===== src/rtl/fetch_ctrl_pkg.sv =====
// Shared constants for the fetch sequencer: reset/trap vectors, state encodings, trap causes.
// Optional feature macro used by this slice: FETCH_PERF_CNT_EN (adds retire/stall counters).
package fetch_ctrl_pkg;

  localparam logic [31:0] RESET_PC = 32'h0000_0000;
  localparam logic [31:0] EXC_VEC  = 32'h0000_0180;

  localparam logic [2:0] FC_BOOT    = 3'd0;
  localparam logic [2:0] FC_REQ     = 3'd1;
  localparam logic [2:0] FC_WAIT    = 3'd2;
  localparam logic [2:0] FC_DELIVER = 3'd3;
  localparam logic [2:0] FC_HALT    = 3'd4;

  localparam logic [1:0] FC_CAUSE_BUSERR = 2'd1;
  localparam logic [1:0] FC_CAUSE_ALIGN  = 2'd2;
  localparam logic [1:0] FC_CAUSE_IRQ    = 2'd3;

  function automatic logic misaligned(input logic [31:0] a);
    return a[1:0] != 2'b00;
  endfunction

endpackage


===== src/rtl/fetch_ctrl_if.sv =====
// Instruction-memory port plus decode/retire handshake between fetch_ctrl and its neighbours.
interface fetch_ctrl_if;
  logic        imem_req;
  logic [31:0] imem_addr;
  logic        imem_gnt;
  logic        imem_rvalid;
  logic        imem_rerr;
  logic [31:0] imem_rdata;
  logic        inst_valid;
  logic [31:0] inst;
  logic [31:0] inst_pc;
  logic        inst_ready;
  logic [31:0] npc;
  logic        halt;
  logic        irq;

  modport master (
    output imem_req, imem_addr, inst_valid, inst, inst_pc,
    input  imem_gnt, imem_rvalid, imem_rerr, imem_rdata, inst_ready, npc, halt, irq
  );
  modport slave (
    input  imem_req, imem_addr, inst_valid, inst, inst_pc,
    output imem_gnt, imem_rvalid, imem_rerr, imem_rdata, inst_ready, npc, halt, irq
  );
endinterface


===== src/rtl/fetch_perf_cnt.sv =====
// Free-running retire and stall counters; both wrap naturally at 2^32.
module fetch_perf_cnt (
  input  logic        clk,
  input  logic        rstn,
  input  logic        retire,
  input  logic        stall,
  output logic [31:0] retire_cnt,
  output logic [31:0] stall_cnt
);

  always_ff @(posedge clk or negedge rstn) begin
    if (!rstn) begin
      retire_cnt <= '0;
      stall_cnt  <= '0;
    end else begin
      if (retire) retire_cnt <= retire_cnt + 32'd1;
      if (stall)  stall_cnt  <= stall_cnt + 32'd1;
    end
  end

endmodule


===== src/rtl/fetch_ctrl.sv =====
// Multi-cycle fetch sequencer: owns the PC, fetches over req/gnt/rvalid, presents to decode, takes traps.
// Define FETCH_PERF_CNT_EN to add retire_cnt/stall_cnt outputs.
module fetch_ctrl
  import fetch_ctrl_pkg::*;
(
  input  logic        clk,
  input  logic        rstn,
  fetch_ctrl_if.master bus,
  output logic        trap,
  output logic [1:0]  trap_cause,
  output logic [31:0] epc,
  output logic        halted
`ifdef FETCH_PERF_CNT_EN
  ,
  output logic [31:0] retire_cnt,
  output logic [31:0] stall_cnt
`endif
);

  logic [2:0]  state;
  logic [31:0] pc;
  logic [31:0] inst_q;
  logic [31:0] inst_pc_q;

  // Handshake outputs come straight from registered state, never from inputs.
  assign bus.imem_req   = (state == FC_REQ);
  assign bus.imem_addr  = pc;
  assign bus.inst_valid = (state == FC_DELIVER);
  assign bus.inst       = inst_q;
  assign bus.inst_pc    = inst_pc_q;

  always_ff @(posedge clk or negedge rstn) begin
    if (!rstn) begin
      state      <= FC_BOOT;
      pc         <= RESET_PC;
      inst_q     <= '0;
      inst_pc_q  <= '0;
      trap       <= 1'b0;
      trap_cause <= '0;
      epc        <= '0;
      halted     <= 1'b0;
    end else begin
      trap <= 1'b0;
      case (state)
        FC_BOOT: state <= FC_REQ;
        FC_REQ:  if (bus.imem_gnt) state <= FC_WAIT;
        FC_WAIT: begin
          if (bus.imem_rvalid) begin
            if (bus.imem_rerr) begin
              trap       <= 1'b1;
              trap_cause <= FC_CAUSE_BUSERR;
              epc        <= pc;
              pc         <= EXC_VEC;
              state      <= FC_REQ;
            end else begin
              inst_q    <= bus.imem_rdata;
              inst_pc_q <= pc;
              state     <= FC_DELIVER;
            end
          end
        end
        FC_DELIVER: begin
          if (bus.inst_ready) begin
            // halt beats any trap; the PC is left pointing at the halting instruction's fetch
            if (bus.halt) begin
              halted <= 1'b1;
              state  <= FC_HALT;
            end else begin
              state <= FC_REQ;
              if (misaligned(bus.npc)) begin
                trap       <= 1'b1;
                trap_cause <= FC_CAUSE_ALIGN;
                epc        <= bus.npc;
                pc         <= EXC_VEC;
              end else if (bus.irq) begin
                trap       <= 1'b1;
                trap_cause <= FC_CAUSE_IRQ;
                epc        <= bus.npc;
                pc         <= EXC_VEC;
              end else begin
                pc <= bus.npc;
              end
            end
          end
        end
        FC_HALT: state <= FC_HALT;
        default: state <= FC_BOOT;
      endcase
    end
  end

`ifdef FETCH_PERF_CNT_EN
  logic retire, stall;
  assign retire = (state == FC_DELIVER) && bus.inst_ready;
  assign stall  = ((state == FC_REQ)     && !bus.imem_gnt)    ||
                  ((state == FC_WAIT)    && !bus.imem_rvalid) ||
                  ((state == FC_DELIVER) && !bus.inst_ready);

  fetch_perf_cnt u_perf (
    .clk       (clk),
    .rstn      (rstn),
    .retire    (retire),
    .stall     (stall),
    .retire_cnt(retire_cnt),
    .stall_cnt (stall_cnt)
  );
`endif

endmodule


===== src/flat_wrapper.sv =====
// flat-port wrapper written by rule: the top's interface ports become plain ports
module fetch_ctrl_flat import fetch_ctrl_pkg::*;
  (clk, rstn, trap, trap_cause, epc, halted, bus_imem_req, bus_imem_addr, bus_inst_valid, bus_inst, bus_inst_pc, bus_imem_gnt, bus_imem_rvalid, bus_imem_rerr, bus_imem_rdata, bus_inst_ready, bus_npc, bus_halt, bus_irq);
  fetch_ctrl_if bus_i ();
  input  logic clk;
  input  logic rstn;
  output logic trap;
  output logic [1:0] trap_cause;
  output logic [31:0] epc;
  output logic halted;
  output wire logic [$bits(bus_i.imem_req)-1:0] bus_imem_req;
  output wire logic [$bits(bus_i.imem_addr)-1:0] bus_imem_addr;
  output wire logic [$bits(bus_i.inst_valid)-1:0] bus_inst_valid;
  output wire logic [$bits(bus_i.inst)-1:0] bus_inst;
  output wire logic [$bits(bus_i.inst_pc)-1:0] bus_inst_pc;
  input wire logic [$bits(bus_i.imem_gnt)-1:0] bus_imem_gnt;
  input wire logic [$bits(bus_i.imem_rvalid)-1:0] bus_imem_rvalid;
  input wire logic [$bits(bus_i.imem_rerr)-1:0] bus_imem_rerr;
  input wire logic [$bits(bus_i.imem_rdata)-1:0] bus_imem_rdata;
  input wire logic [$bits(bus_i.inst_ready)-1:0] bus_inst_ready;
  input wire logic [$bits(bus_i.npc)-1:0] bus_npc;
  input wire logic [$bits(bus_i.halt)-1:0] bus_halt;
  input wire logic [$bits(bus_i.irq)-1:0] bus_irq;
  assign bus_imem_req = bus_i.imem_req;
  assign bus_imem_addr = bus_i.imem_addr;
  assign bus_inst_valid = bus_i.inst_valid;
  assign bus_inst = bus_i.inst;
  assign bus_inst_pc = bus_i.inst_pc;
  assign bus_i.imem_gnt = bus_imem_gnt;
  assign bus_i.imem_rvalid = bus_imem_rvalid;
  assign bus_i.imem_rerr = bus_imem_rerr;
  assign bus_i.imem_rdata = bus_imem_rdata;
  assign bus_i.inst_ready = bus_inst_ready;
  assign bus_i.npc = bus_npc;
  assign bus_i.halt = bus_halt;
  assign bus_i.irq = bus_irq;
  fetch_ctrl u_core (.clk(clk), .rstn(rstn), .bus(bus_i), .trap(trap), .trap_cause(trap_cause), .epc(epc), .halted(halted));
endmodule

===== config.mk =====
export PLATFORM = sky130hd
export DESIGN_NAME = fetch_ctrl_flat
export DESIGN_NICKNAME = d
export VERILOG_FILES = /design/src/rtl/fetch_ctrl_pkg.sv /design/src/rtl/fetch_ctrl_if.sv /design/src/rtl/fetch_perf_cnt.sv /design/src/rtl/fetch_ctrl.sv /design/src/flat_wrapper.sv
export SDC_FILE = /design/constraint.sdc
export NUM_CORES = 1
export LEC_CHECK = 0
export CAP_MARGIN = 20
export CORE_AREA = 3 3 127 160
export CTS_CLUSTER_DIAMETER = 60
export DETAILED_ROUTE_END_ITERATION = 10
export DIE_AREA = 0 0 130 163
export GPL_ROUTABILITY_DRIVEN = 0
export SYNTH_ARGS = -nofsm -noshare
export SYNTH_HDL_FRONTEND = slang
export SYNTH_HIERARCHICAL = 1
export SYNTH_SLANG_ARGS = --single-unit

===== constraint.sdc =====
create_clock -name clk -period 2.7 [get_ports clk]
set_clock_uncertainty 0.1 [all_clocks]
set_input_delay 0.405 -clock clk [delete_from_list [all_inputs] [get_ports clk]]
set_output_delay 0.405 -clock clk [all_outputs]
set_load 0.1 [all_outputs]

==> results of run 1 <==
[registers in the layout, indices dropped and copies added (netlist names)]
register	cells
u_core/bus.imem_addr	32
u_core/bus.inst	32
u_core/bus.inst_pc	32
u_core/trap	1
u_core/halted	1
u_core/epc	32
u_core/state	3
u_core/trap_cause	2
[worst max-delay path, cell delays in order (launching register included)]
cell and delay [ns]:
dfrtp_1 0.59, and3b_2 0.55, buf_12 0.24
[cell type report]
class	count	area, sq um
clock inverter	4	22.5
antenna	1	2.50
inverter	2	7.51
sequential	135	3380
tap	232	290
clock buffer	25	485
multi-input combinational	217	2140
fill	1756	10600
timing repair buffer	221	1900
[timing repair]
action / in CTS / in global routing
hold buffers: 1 / 0
setup buffers: 0 / 0
endpoints found under the hold margin: 42 / 0
setup endpoints to repair: 0 / 1
gates resized for setup: 0 / 1
[through the flow]
stage               setup WS [ns]  hold slack [ns]  instances
finish                      0.410            0.381        837
global placement            0.441            0.251        806
global route                0.275            0.402        837
detailed placement          0.407            0.256        806
CTS                        0.0640            0.383        836
floorplan                   0.355          0.00941        388
[placed cells by master, fill, tap and decap left out, drive strengths merged]
cell           synthesis  layout
o22ai                  1       1
nor2                   3       3
buf                   18     150
and3                  30      30
nand2b                 2       2
a21oi                  1       1
o21ai                  2       2
clkinvlp               0       1
o32a                   1       1
nor3                   1       1
clkbuf                16      25
mux2                  95      95
nand3b                 2       2
and3b                  1       1
clkdlybuf4s50          0      70
inv                    2       2
a211oi                 2       2
or2                    2       2
nand3                  1       1
o32ai                  1       1
diode                  0       1
dfrtp                135     135
clkinv                 0       3
dlygate4sd3            0       1
nor3b                  3       3
or3b                   1       1
or4                   32      32
o221a                 32      32
nand4b                 1       1
nand2                  1       1
nand4bb                1       1
o2bb2ai                1       1
[cell usage after synthesis (2+ instances only)]
| library cell | n | area (sq um) |
|---|---|---|
| inv_1 | 2 | 7.51 |
| a211oi_1 | 2 | 15.0 |
| buf_2 | 15 | 75.1 |
| nor2_1 | 2 | 7.51 |
| clkbuf_1 | 16 | 60.1 |
| o221a_1 | 32 | 360 |
| buf_6 | 3 | 33.8 |
| nand3b_1 | 2 | 15.0 |
| nor3b_1 | 3 | 22.5 |
| nand2b_1 | 2 | 12.5 |
| mux2_1 | 61 | 687 |
| or4_1 | 32 | 240 |
| dfrtp_1 | 135 | 3380 |
| and3_1 | 30 | 188 |
| mux2_2 | 34 | 383 |
| o21ai_0 | 2 | 10.0 |
[per-layer routing]
layer | vias to the layer above | GRT usage | share of wire
li1 | 1897 | - | -
met1 | 2120 | 0.191 | 0.42
met2 | 141 | 0.263 | 0.50
met3 | 16 | 0.0410 | 0.056
met4 | 0 | 0.0558 | 0.019
met5 | - | 0 | 0
[logic make-up (layout without fill, tap and decap cells)]
kind of cell,count (synthesis),after routing,share of synthesized area
AND/OR/NAND/NOR,81,81,0.106
AO/OA/AOI/OAI,41,41,0.0764
flip-flops,135,135,0.598
other,0,1,0
buffers and inverters,36,252,0.0312
multiplexers,95,95,0.189
[path summary, 6_finish.rpt]
kind / start / cells after the start / end / slack, ns
setup / recovery: u_core/state[1] / 2 / bus_inst_valid / 0.41
setup reg to reg: u_core/state[1] / 4 / u_core/epc[5] / 0.75
hold / removal: u_core/halted / 1 / u_core/halted / 0.38
max in group asynchronous: rstn / 3 / u_core/epc[3] / 1.37
hold reg to reg: u_core/halted / 1 / u_core/halted / 0.38
min in group asynchronous: rstn / 2 / u_core/bus.inst_pc[18] / 0.39
==> impl_metrics.yaml, run 1 <==
grt:
  grt_pass1_vias: 4455
  grt_overflow: 0
  grt_max_degree: 70
  grt_pass1_wl_um: 25200
  antenna_found_initial: 1
  track_usage: 0.156
logic_synthesis:
  syn_nets: 460
  yosysWarnings: 6
  syn_inst: 388
  synth_ff_type: "dfrtp_1"
  synth_edf_count: 0
  yosysUniqueCellTypes: 31
  avgSynthCellArea_sq_um: 14.6
  ys_seq_area_frac: 0.598
  syn_area_sq_mm: 0.00565
  synth_seq_cells: 135
  async_flop_share: 1.00
sta:
  relSlewSlack: 0.701
  report.final.slew_viol_count: 0
  final.min_clock_period_ns: 2.29
  worst_pin_slew_ns: 0.448
  hold_viol_final: 0
  setup_tns_ns: 0
  finalCritPeriodShare: 0.848
  fmax_mhz: 437
  rsz0062_at_grt: "false"
  setup_viol: 0
routing:
  drt-pass1-iter-count: 4
  drc_errors: 0
  viasPerCell: 4.99
  ant_nets: 0
  wl_per_cell_um: 19.5
  drtIter0Drc: 152
  vias: 4174
  drt-total-wl_um: 16300
place:
  dpl_cell_area_sq_mm: 0.00770
  portBuffers: 205
  place_hpwl_um: 11400
critical_path:
  crit_type: "flop to output port"
  cp-end-kind: "output port"
  crit_path_max_fanout: 18
  crit_required_ns: 2.19
  start_kind: "flop"
  arrival_ns: 1.79
clocking:
  cts.sinks: 135
  cts_tree: "yes"
  clock_latency_ns: 0.40
  clock_path_buffers: 2
  htree_levels: 4
  root_buffer: "clkbuf_16"
  clkTransAtPathRegs_ns: 0.05
  cts_buffers: 17
layout:
  stdcell_area_sq_mm: 0.00823
  fin_util: 0.436
  drive_gt1_frac: 0.361
  nets: 666
  syn_to_final_growth_pct: 45.5
floorplanning:
  ioPinCount: 206
  die_h_um: 163
  die_w_um: 130
  die_area_sq_mm: 0.0212
  coreArea_sq_mm: 0.0188
  row_count: 56
  start_util: 0.300
job:
  drv_cap: 0
worst_hold_path:
  hold_path.class: "flop to flop"
status:
  outcome: "complete, no violations"
Power of run 1 is not shown: default switching activity piles up to over one toggle a cycle in this logic, so the estimate is an artifact.
==> inputs of run 2 (changes only) <==
clock period = 2.3 ns   (was 2.7 ns; I/O delays follow)
==> impl_metrics.yaml, run 2 (synthesis results as in run 1) <==
routing:
  drtIter0Drc: 133
  drt-total-wl_um: 16000
  vias: 4130
  drc_errors: 0
  ant_nets: 0
  viasPerCell: 4.90
  wl_per_cell_um: 19.0
  drt-pass1-iter-count: 4
clocking:
  ctsResizeCount: 0
  cts.sinks: 135
  root_buffer: "clkbuf_16"
  htree_levels: 4
  cts_buffers: 17
  post-cts-setup-buffers: 0
  clock_path_buffers: 2
  cts_tree: "yes"
  clock_latency_ns: 0.41
  hold_buffers: 1
  clkTransAtPathRegs_ns: 0.06
critical_path:
  start_kind: "flop"
  rr_worst_depth: 4
  slowest_delay_ns: 0.60
  path_cells: "and3b_1 -> buf_4 -> buf_12"
  worstSetupEndpoint: "bus_inst_valid"
  rr_endpoint: "u_core/bus.imem_addr[3]"
  cp-end-kind: "output port"
  crit_path_max_fanout: 17
  r2r_start: "u_core/state[0]"
  crit_type: "flop to output port"
  crit_required_ns: 1.86
  arrival_ns: 1.71
  crit_start: "u_core/state[1]"
  r2r_slack_ns: 0.40
  cp_slowest_cell: "dfrtp_1"
floorplanning:
  ioPinCount: 206
  die_h_um: 163
  start_util: 0.300
  die_area_sq_mm: 0.0212
  die_w_um: 130
  row_count: 56
  coreArea_sq_mm: 0.0188
sta:
  whs_ns: 0.352
  fmax_mhz: 465
  report.final.slew_viol_count: 0
  setup_viol: 0
  worst_pin_slew_ns: 0.536
  setup_tns_ns: 0
  setup_slack_ns: 0.149
  rsz0062_at_grt: "false"
  final.min_clock_period_ns: 2.15
  finalCritPeriodShare: 0.935
  relSlewSlack: 0.643
  hold_viol_final: 0
layout:
  stdcell_area_sq_mm: 0.00833
  drive_gt1_frac: 0.365
  final_cell_mix: "buf_4 (140), dfrtp_1 (135), clkdlybuf4s50_1 (70), mux2_1 (61), mux2_2 (34)"
  mostFrequentLayoutCell: "buf_4"
  nets: 667
  syn_to_final_growth_pct: 47.3
  nFillCells: 1710
grt:
  antenna_found_initial: 2
  grt_overflow: 0
  track_usage: 0.149
  grt_pass1_wl_um: 24500
  grt_max_degree: 54
  grt_pass1_vias: 4420
worst_hold_path:
  hold_path.class: "input port to asynchronous set/reset pin"
place:
  dpl_cell_area_sq_mm: 0.00777
  dp_slack_ns: 0.117
  portBuffers: 205
  place_hpwl_um: 11100
job:
  drv_cap: 0
status:
  outcome: "complete, no violations"
==> run 2: changes by cell type in the layout (fill, tap and decap cells not counted), sizes merged <==
cell    before  now
buf        150  151
clkinv       3    6
diode        1    2
==> run 2: final cells by class <==
cell class / instances / area [sq um] / area share
multi-input cells: 217 / 2130 / 0.256
repair buffers: 222 / 1970 / 0.237
clock buffers: 25 / 495 / 0.0595
flip-flops and latches: 135 / 3380 / 0.406
clock inverters: 7 / 45.0 / 0.00541
well taps: 232 / 290 / 0.0349
diodes: 2 / 5.00 / 0.000601
inverters: 2 / 7.51 / 0.000901
==> run 2: per-stage QoR <==
stage               instances   util
floorplan                 388      -
global placement          807  0.412
detailed placement        807  0.412
CTS                       840  0.442
global route              842  0.442
finish                    842  0.442
==> run 2: per-layer routing <==
layer | wire length [um] | vias up | global-route usage
met5 | 0 | - | 0
met3 | 903 | 20 | 0.0420
li1 | - | 1900 | -
met4 | 365 | 0 | 0.0558
met1 | 6640 | 2075 | 0.183
met2 | 8060 | 135 | 0.249
==> run 2: worst min path at each step <==
stage	startpoint	end	slack [ns]	cells after the start
2_1_floorplan	rstn	u_core/bus.imem_addr[0]	-0.05	0
3_5_place_dp	rstn	u_core/bus.inst_pc[18]	0.25	1
5_1_grt	u_core/halted	u_core/halted	0.38	1
4_1_cts	rstn	u_core/bus.inst_pc[18]	0.37	2
6_report	rstn	u_core/bus.inst_pc[18]	0.35	2
3_3_place_gp	rstn	u_core/bus.inst_pc[17]	0.24	1
==> run 2: worst max-delay path: cells and delay by family (launching register included) <==
kind                   cells  cell delay [ns]
flip-flops                 1             0.60
AND/OR/NAND/NOR            1             0.24
buffers and inverters      2             0.43
Power of run 2 is left out for the same reason.
